File: src/rtl/uart_sim_pkg.sv
// Shared types and helpers for the simulation-side UART input responder.
//   uart_char_t   : one UART character
//   UART_IDLE_CH  : value returned when no character is queued
//   sat_inc       : increment that sticks at the all-ones value of a given width (w <= 32)
package uart_sim_pkg;

    typedef logic [7:0] uart_char_t;

    localparam uart_char_t UART_IDLE_CH = 8'hff;

    // Saturating increment of the low w bits of v.
    function automatic logic [31:0] sat_inc(input logic [31:0] v, input int unsigned w);
        logic [31:0] max_v;
        max_v = (w >= 32) ? 32'hffff_ffff : ((32'd1 << w) - 32'd1);
        return (v >= max_v) ? max_v : (v + 32'd1);
    endfunction

endpackage

File: src/rtl/uart_in_responder_if.sv
// Handshake bundle between host stimulus / SoC UART reader and the responder.
//   host_valid/host_ch/host_ready : host push channel
//   io_uart_in_valid/io_uart_in_ch: SoC UART read strobe and returned character
//   master : stimulus side (drives valids and host data)
//   slave  : responder side (drives host_ready and the returned character)
interface uart_in_responder_if;

    logic                    host_valid;
    uart_sim_pkg::uart_char_t host_ch;
    logic                    host_ready;
    logic                    io_uart_in_valid;
    uart_sim_pkg::uart_char_t io_uart_in_ch;

    modport master (
        output host_valid,
        output host_ch,
        output io_uart_in_valid,
        input  host_ready,
        input  io_uart_in_ch
    );

    modport slave (
        input  host_valid,
        input  host_ch,
        input  io_uart_in_valid,
        output host_ready,
        output io_uart_in_ch
    );

endinterface

File: src/rtl/sim_sync_fifo.sv
// Single-clock DEPTH x 8 FIFO with wrap-bit pointers.
//   clock, reset_n : clock and asynchronous active-low reset (clears pointers)
//   push, din      : write din when push and not full
//   pop            : advance read pointer when pop and not empty
//   full, empty    : derived from registered pointers only
//   count          : occupancy 0..DEPTH
//   head           : raw storage at the read pointer (undefined content when empty)
module sim_sync_fifo
    import uart_sim_pkg::*;
#(
    parameter  int unsigned DEPTH = 16,
    localparam int unsigned AW    = $clog2(DEPTH),
    localparam int unsigned PW    = AW + 1
) (
    input  logic          clock,
    input  logic          reset_n,
    input  logic          push,
    input  uart_char_t    din,
    input  logic          pop,
    output logic          full,
    output logic          empty,
    output logic [PW-1:0] count,
    output uart_char_t    head
);

    uart_char_t    mem [DEPTH];
    logic [PW-1:0] wr_ptr;
    logic [PW-1:0] rd_ptr;
    logic          do_push;
    logic          do_pop;

    assign empty   = (wr_ptr == rd_ptr);
    assign full    = (wr_ptr[AW-1:0] == rd_ptr[AW-1:0]) && (wr_ptr[AW] != rd_ptr[AW]);
    // Modulo 2^PW subtraction gives the occupancy across pointer wrap.
    assign count   = wr_ptr - rd_ptr;
    assign head    = mem[rd_ptr[AW-1:0]];
    assign do_push = push && !full;
    assign do_pop  = pop && !empty;

    // Pointer registers; reset discards all queued entries.
    always_ff @(posedge clock or negedge reset_n) begin
        if (!reset_n) begin
            wr_ptr <= '0;
            rd_ptr <= '0;
        end else begin
            if (do_push) wr_ptr <= wr_ptr + PW'(1);
            if (do_pop)  rd_ptr <= rd_ptr + PW'(1);
        end
    end

    // Storage needs no reset: entries are only visible between the pointers.
    always_ff @(posedge clock) begin
        if (do_push) mem[wr_ptr[AW-1:0]] <= din;
    end

endmodule

File: src/rtl/uart_in_responder.sv
// Simulation-side responder for the SoC UART input channel.
// Host pushes characters into a FIFO; each cycle io_uart_in_valid is high the
// FIFO head is returned combinationally and popped, or IDLE_CH when empty.
//   clock, reset_n  : clock and asynchronous active-low reset
//   bus             : host push channel and UART read channel (slave side)
//   fifo_count      : current occupancy
//   rd_count        : successful reads, saturating
//   underflow_count : reads while empty, saturating
module uart_in_responder
    import uart_sim_pkg::*;
#(
    parameter  int unsigned DEPTH   = 16,
    parameter  uart_char_t  IDLE_CH = UART_IDLE_CH,
    parameter  int unsigned CNT_W   = 16,
    localparam int unsigned PW      = $clog2(DEPTH) + 1
) (
    input  logic                 clock,
    input  logic                 reset_n,
    uart_in_responder_if.slave   bus,
    output logic [PW-1:0]        fifo_count,
    output logic [CNT_W-1:0]     rd_count,
    output logic [CNT_W-1:0]     underflow_count
);

    logic       full;
    logic       empty;
    logic       push;
    logic       pop;
    uart_char_t head;

    // host_ready depends only on pointer state, never on the read strobe.
    assign bus.host_ready    = !full;
    assign push              = bus.host_valid && !full;
    assign pop               = bus.io_uart_in_valid && !empty;
    // No write-to-read bypass: a push in the same cycle is not visible yet.
    assign bus.io_uart_in_ch = empty ? IDLE_CH : head;

    sim_sync_fifo #(
        .DEPTH (DEPTH)
    ) u_fifo (
        .clock   (clock),
        .reset_n (reset_n),
        .push    (push),
        .din     (bus.host_ch),
        .pop     (pop),
        .full    (full),
        .empty   (empty),
        .count   (fifo_count),
        .head    (head)
    );

    // Read statistics.
    always_ff @(posedge clock or negedge reset_n) begin
        if (!reset_n) begin
            rd_count        <= '0;
            underflow_count <= '0;
        end else begin
            if (pop) begin
                rd_count <= CNT_W'(sat_inc(32'(rd_count), CNT_W));
            end
            if (bus.io_uart_in_valid && empty) begin
                underflow_count <= CNT_W'(sat_inc(32'(underflow_count), CNT_W));
            end
        end
    end

endmodule

File: src/flat_wrapper.sv
// flat-port wrapper written by rule: the top's interface ports become plain ports
module uart_in_responder_flat import uart_sim_pkg::*;
#(
    parameter  int unsigned DEPTH   = 16,
    parameter  uart_char_t  IDLE_CH = UART_IDLE_CH,
    parameter  int unsigned CNT_W   = 16,
    localparam int unsigned PW      = $clog2(DEPTH) + 1
)
  (clock, reset_n, fifo_count, rd_count, underflow_count, bus_host_valid, bus_host_ch, bus_io_uart_in_valid, bus_host_ready, bus_io_uart_in_ch);
  uart_in_responder_if bus_i ();
  input  logic clock;
  input  logic reset_n;
  output logic [PW-1:0] fifo_count;
  output logic [CNT_W-1:0] rd_count;
  output logic [CNT_W-1:0] underflow_count;
  input wire logic [$bits(bus_i.host_valid)-1:0] bus_host_valid;
  input wire logic [$bits(bus_i.host_ch)-1:0] bus_host_ch;
  input wire logic [$bits(bus_i.io_uart_in_valid)-1:0] bus_io_uart_in_valid;
  output wire logic [$bits(bus_i.host_ready)-1:0] bus_host_ready;
  output wire logic [$bits(bus_i.io_uart_in_ch)-1:0] bus_io_uart_in_ch;
  assign bus_i.host_valid = bus_host_valid;
  assign bus_i.host_ch = bus_host_ch;
  assign bus_i.io_uart_in_valid = bus_io_uart_in_valid;
  assign bus_host_ready = bus_i.host_ready;
  assign bus_io_uart_in_ch = bus_i.io_uart_in_ch;
  uart_in_responder #(.DEPTH(DEPTH), .IDLE_CH(IDLE_CH), .CNT_W(CNT_W)) u_core (.clock(clock), .reset_n(reset_n), .bus(bus_i), .fifo_count(fifo_count), .rd_count(rd_count), .underflow_count(underflow_count));
endmodule
File: config.mk
export PLATFORM = sky130hd
export DESIGN_NAME = uart_in_responder_flat
export DESIGN_NICKNAME = d
export VERILOG_FILES = /design/src/rtl/uart_sim_pkg.sv /design/src/rtl/uart_in_responder_if.sv /design/src/rtl/sim_sync_fifo.sv /design/src/rtl/uart_in_responder.sv /design/src/flat_wrapper.sv
export SDC_FILE = /design/constraint.sdc
export NUM_CORES = 1
export LEC_CHECK = 0
export ABC_AREA = 1
export CAP_MARGIN = 10
export CORE_UTILIZATION = 59
export DETAILED_ROUTE_END_ITERATION = 8
export GPL_ROUTABILITY_DRIVEN = 1
export HOLD_SLACK_MARGIN = 0.15
export PLACE_DENSITY = 0.9
export SYNTH_ARGS = -nofsm -noshare
export SYNTH_HDL_FRONTEND = slang
export SYNTH_HIERARCHICAL = 1
export SYNTH_SLANG_ARGS = --single-unit
export TNS_END_PERCENT = 50
File: constraint.sdc
create_clock -name clock -period 3.5 [get_ports clock]
set_clock_uncertainty 0.2 [all_clocks]
set_input_delay 0.35 -clock clock [delete_from_list [all_inputs] [get_ports clock]]
set_output_delay 0.35 -clock clock [all_outputs]
set_load 0.005 [all_outputs]
# After elaboration in Yosys (flattened, before gate mapping)
# Memories as Yosys holds them, arrays and structs flattened.
# Index checks and enable logic that the tools add are counted.
[totals] register_bits=42 latchBits=0 mem_bits_rw=128 rom_bits=0 output_inout_bits=46 wordCells=28 n_memories=1
[memory_table] name="u_core.u_fifo.mem" words=16 width=8 rd=1 rd_clocked_by_memory_dff=0 write_ports=1 line_no="sim_sync_fifo.sv:26" rtl="uart_char_t mem [DEPTH];"
[classes] n_addsub=5 mul=0 div_mod_pow=0 magnitude_cmp=2 eq_ne=3 shift=0 mux=5 n_bitwise=0 n_reduce_logical=8
[ops] cell="$add 16x1->16 const B" count=2
[ops] cell="$ge 16x16->1 const B" count=2
[ops] cell="$mux 16" count=2
[ops] cell="$add 5x1->5 const B" count=2
[ops] cell="$mux 8" count=1
[ops] cell="$logic_and 1x1->1" count=6
[ops] cell="$eq 5x5->1" count=1
[ops] cell="$sub 5x5->5" count=1
[ops] cell="$eq 4x4->1" count=1
[ops] cell="$logic_not 1->1" count=2
[ops] cell="$mux 1" count=2
[ops] cell="$ne 1x1->1" count=1

# Logic depth before layout (Yosys ltp)
# Gate-level depths: netlist of the first run.
[logic_depth] word_depth=7 ltp_mapped=16 mapped_depth_nobuf=14

# Modules after synthesis
# Netlist of the first run, hierarchy kept.
[modules_own_cells] module="sim_sync_fifo" instances=1 cells_each=657 area_per_inst_um2=6401.1
[modules_own_cells] module="uart_in_responder" instances=1 cells_each=263 area_per_inst_um2=1945.6

# Worst setup path before layout of the first run
# OpenSTA, ideal clock, no wires.
[synth_path] kind="register to register" start="register u_core.u_fifo.rd_ptr[1]" end="memory u_core/u_fifo/mem[0][0] in the netlist's numbering (enable)" arrival_ns=2.134 required_ns=2.930 path_slack_ns=0.796 path_stages_with_launch=14 synth_period_minus_slack_ns=2.704 path_cell_list="dfrtp_1 buf_2 inv_2 buf_2 ha_1 nand2_1 nor2_1 nand2_1 inv_1 nor2_1 nand2_4 inv_4 nand2_2 nor2_1"
[synth_via] elab_chain_len=7
[synth_lines] element="from (decl)" line_no="sim_sync_fifo.sv:28" rtl="logic [PW-1:0] rd_ptr;"
[synth_lines] element="from (signal assigned)" line_no="sim_sync_fifo.sv:47" rtl="if (do_pop) rd_ptr <= rd_ptr + PW'(1);"
[synth_lines] element="$eq 4x4->1" line_no="sim_sync_fifo.sv:33" rtl="assign full = (wr_ptr[AW-1:0] == rd_ptr[AW-1:0]) && (wr_ptr[AW] != rd_ptr[AW]);"
[synth_lines] element="$logic_and 1x1->1" line_no="sim_sync_fifo.sv:33"
[synth_lines] element="named net u_core.full" line_no="uart_in_responder.sv:25" rtl="logic full;"
[synth_lines] element="$logic_not 1->1" line_no="uart_in_responder.sv:33" rtl="assign push = bus.host_valid && !full;"
[synth_lines] element="$logic_and 1x1->1" line_no="uart_in_responder.sv:33"
[synth_lines] element="named net u_core.push" line_no="uart_in_responder.sv:27" rtl="logic push;"
[synth_lines] element="$logic_and 1x1->1" line_no="sim_sync_fifo.sv:37" rtl="assign do_push = push && !full;"
[synth_lines] element="$mux 1" line_no="sim_sync_fifo.sv:53" rtl="if (do_push) mem[wr_ptr[AW-1:0]] <= din;"
[synth_lines] element="$mux 1 (implied by the code)" line_no="sim_sync_fifo.sv:53"
[synth_lines] element="to (decl)" line_no="sim_sync_fifo.sv:26"
# The timed path passes the listed nets, and every way through them passes these cells.

# Worst setup path in the final report of the first run
[layout_path] start="register u_core.u_fifo.rd_ptr[0]" end="output port bus_io_uart_in_ch[5]"
[layout_via] elab_chain_len=2 elab_cells_between_ends=3 classes_between="eq/ne: 1; mux: 1; memory: 1"
[layout_lines] element="$eq 5x5->1" line_no="sim_sync_fifo.sv:32" rtl="assign empty = (wr_ptr == rd_ptr);"
[layout_lines] element="named net u_core.empty" line_no="uart_in_responder.sv:26" rtl="logic empty;"
[layout_lines] element="$mux 8" line_no="uart_in_responder.sv:36" rtl="assign bus.io_uart_in_ch = empty ? IDLE_CH : head;"
[layout_lines] element="to (decl)" line_no="flat_wrapper.sv:20" rtl="output wire logic [$bits(bus_i.io_uart_in_ch)-1:0] bus_io_uart_in_ch;"
# The timed path passes the listed nets, and every way through them passes these cells.

==> results.cfg, run 1 <==
[cts]
cts_root_buffer = clkbuf_16
cts_buffer_depth = 2
clkTransAtPathRegs_ps = 60
cts_max_level = 4
cts_buffers = 17
insertion_delay_ps = 420
clock_sinks = 170
cts_tree = yes

[setup_path]
worstPathRequired_ps = 2950
path_max_fanout = 21
critical_path_arrival_ps = 2840
path_class = flop to primary output
cp-end-kind = primary output
cp-start-kind = flop

[min_path]
hp-class = input port to async pin

[grt]
antenna_found_initial = 0
grt.overflow.total = 0
grt_pass1_vias = 6413
grt.total_usage_pct = 29.9
grt_max_degree = 47
grt_pass1_wl_um = 32400

[timing]
worst_slack_ps = 105
fin_crit_sh_pct = 97.0
final_hold_viol_count = 0
fmax_mhz = 295
slew_headroom_pct = 44.5
hold_ws_ps = 263
tightest_slew_ps = 830
finalSetupViolCount = 0
drv_slew = 0
timing.final.crit_period_ps = 3390

[pwr]
ir_worst_vdd_uv = 781
power_w = 0.00753
p_sw_w = 0.00272
pwr-share-clk_pct = 25.3
p_seq_share_pct = 34.7
p_leak_nw = 4.36
p_int_w = 0.00481
swShare_pct = 36.2
power_density_nw_per_um2 = 775
p_comb_share_pct = 40.0

[routing]
wl_um = 21000
viasPerCell = 5.58
num_vias = 6596
drtIter0Drc = 703
wl_per_cell_um = 17.7
drc_errors = 0
drtAntennaViolNets = 0
first_pass_iters = 8

[synthesis]
ys_ff_latch = 170
ys_types = 31
synth_nets = 944
yosysWarningCount = 6
syn_inst = 920
postSynthAreaPerCell_um2 = 9.07
synth_area_um2 = 8350
yosysSeqAreaShare_pct = 58.6

[die]
die_h_um = 121
design.core.area_um2 = 13800
rows = 43
die_w_um = 121
ios = 58
fp.dieArea_um2 = 14600
initial_core_util_pct = 60.4

[flow_run]
drv_cap = 0

[cells_and_area]
drive_gt1_share_pct = 11.2
layout_commonest_cell = nand2_1
fillers = 904
nNetsFinal = 1014
area_delta_synth_final_pct = 16.5
final_cells = 1183
antennaDiodeCount = 0
mostFrequentLayoutCells = 300 x nand2_1, 128 x edfxtp_1, 114 x nand3_1

[place]
port_buffers = 57
pre_cts_ws_ps = 576
post-dp-hpwl_um = 13000
dp_cells = 1150
place.gp.congestion = 0.900

[outcome]
status = completed
-- through the flow --
stage | area, µm² | utilization, % | setup TNS, ps
6_report | 9720 | 70.3 | 0
5_1_grt | 9720 | 70.3 | -0.207
4_1_cts | 9720 | 70.3 | 0
3_5_place_dp | 9100 | 65.8 | 0
3_3_place_gp | 9100 | 65.8 | 0
2_1_floorplan | 8350 | - | 0
-- Yosys cell counts --
| cell | instances | area share [%] |
|---|---|---|
| buf_6 | 6 | 0.81 |
| buf_4 | 5 | 0.45 |
| o21bai_1 | 1 | 0.090 |
| nor2_1 | 54 | 2.4 |
| xnor2_1 | 10 | 1.0 |
| a21oi_1 | 5 | 0.30 |
| nand3b_1 | 4 | 0.36 |
| nand4_4 | 1 | 0.25 |
| nand2_1 | 300 | 13 |
| edfxtp_1 | 128 | 46 |
| nor3_4 | 1 | 0.19 |
| inv_1 | 113 | 5.1 |
| ha_1 | 11 | 1.6 |
| nand3_1 | 114 | 6.8 |
| clkinv_1 | 16 | 0.72 |
| o21ai_1 | 2 | 0.12 |
| buf_2 | 13 | 0.78 |
| nand4_1 | 5 | 0.37 |
| nor2_4 | 4 | 0.54 |
| nor3_1 | 4 | 0.24 |
| inv_2 | 35 | 1.6 |
| or2_2 | 11 | 0.82 |
| and2_1 | 1 | 0.075 |
| xor2_1 | 13 | 1.4 |
| nand2_2 | 7 | 0.52 |
| clkbuf_1 | 2 | 0.090 |
| nand2_4 | 3 | 0.40 |
| o21ai_0 | 7 | 0.42 |
| dfrtp_1 | 42 | 13 |
| inv_4 | 1 | 0.075 |
| fa_1 | 1 | 0.24 |
-- per-layer routing --
metal  GRT usage [%]  part of all wire, %  up-vias
met5               0                    0        -
met4            18.1                  4.5        0
met3            7.10                  9.7       88
met2            48.1                   49      414
met1            36.5                   37     3071
li1                -                    -     3023
-- logic make-up after synthesis --
| kind of cell | count (synthesis) | synth area share, % |
|---|---|---|
| and+or+nand+nor | 509 | 26.5 |
| buffers and inverters | 191 | 9.58 |
| DFF | 170 | 58.6 |
| xor gates and xnor gates | 23 | 2.41 |
| AOI/OAI and AO/OA | 15 | 0.929 |
| adders and majority gates | 12 | 1.89 |
-- state kept, by name (all words and copies together), names as in the netlist --
register                flops
u_core/u_fifo/wr_ptr        5
u_core/u_fifo/mem         128
u_core/rd_count            16
u_core/u_fifo/rd_ptr        5
u_core/underflow_count     16
-- final timing paths --
check	from	to	slack (ps)	depth (start not counted)
worst max-delay path	u_core/u_fifo/rd_ptr[0]$_DFFE_PN0P_	bus_io_uart_in_ch[5]	110	8
worst min-delay path	reset_n	u_core/rd_count[6]$_DFFE_PN0P_	260	2
worst max register to register	u_core/u_fifo/rd_ptr[0]$_DFFE_PN0P_	u_core/u_fifo/mem[5][7]$_DFFE_PP_	480	11
worst min register to register	u_core/rd_count[15]$_DFFE_PN0P_	u_core/rd_count[15]$_DFFE_PN0P_	320	2
max in group asynchronous	reset_n	u_core/u_fifo/rd_ptr[0]$_DFFE_PN0P_	2140	3
min in group clock	u_core/rd_count[15]$_DFFE_PN0P_	u_core/rd_count[15]$_DFFE_PN0P_	320	2
-- power groups by stage --
stage,clock [W],combinational (W),sequential (W)
after detailed placement,0,0.00288,0.00265
final,0.00191,0.00301,0.00261
after CTS,0.00191,0.00295,0.00261
after global placement,0,0.00278,0.00263
after global routing,0.00199,0.00327,0.00264
after floorplan,0,0.00181,0.00261
-- worst max-delay path, cell delays in order, from the launching register on --
cell and delay (ps):
dfrtp_2 420, buf_4 220, ha_1 320, nand2_1 70
nor2_1 40, nand2_1 150, clkinvlp_4 340, or2_2 400
clkdlybuf4s50_1 460
-- layout make-up --
| class | count | area (µm²) | share of cell area (%) |
|---|---|---|---|
| multi-input cells | 559 | 2650 | 27.3 |
| inverters | 165 | 626 | 6.44 |
| well taps | 180 | 225 | 2.32 |
| repair buffers | 77 | 718 | 7.39 |
| flip-flops and latches | 170 | 4900 | 50.4 |
| clock buffers | 26 | 522 | 5.37 |
| clock inverters | 6 | 82.6 | 0.849 |
-- what timing repair did --
item                                    CTS  global route
gates resized for setup                   0             1
buffers inserted                          0             0
hold buffers                              1             0
endpoints found under the hold margin    24             0
endpoints found under the setup margin    0             5
No activity file was read; power rests on OpenSTA's default activity.
==> run 2, diff against run 1 <==
--- a/config.mk
+++ b/config.mk
@@ -8,6 +8,7 @@
 export ABC_AREA = 1
 export CAP_MARGIN = 10
 export CORE_UTILIZATION = 59
+export CTS_CLUSTER_DIAMETER = 40
 export DETAILED_ROUTE_END_ITERATION = 8
 export GPL_ROUTABILITY_DRIVEN = 1
 export HOLD_SLACK_MARGIN = 0.15
==> results of run 2 <==
Same layout as run 1: the final DEF is identical, and so are final timing and power.
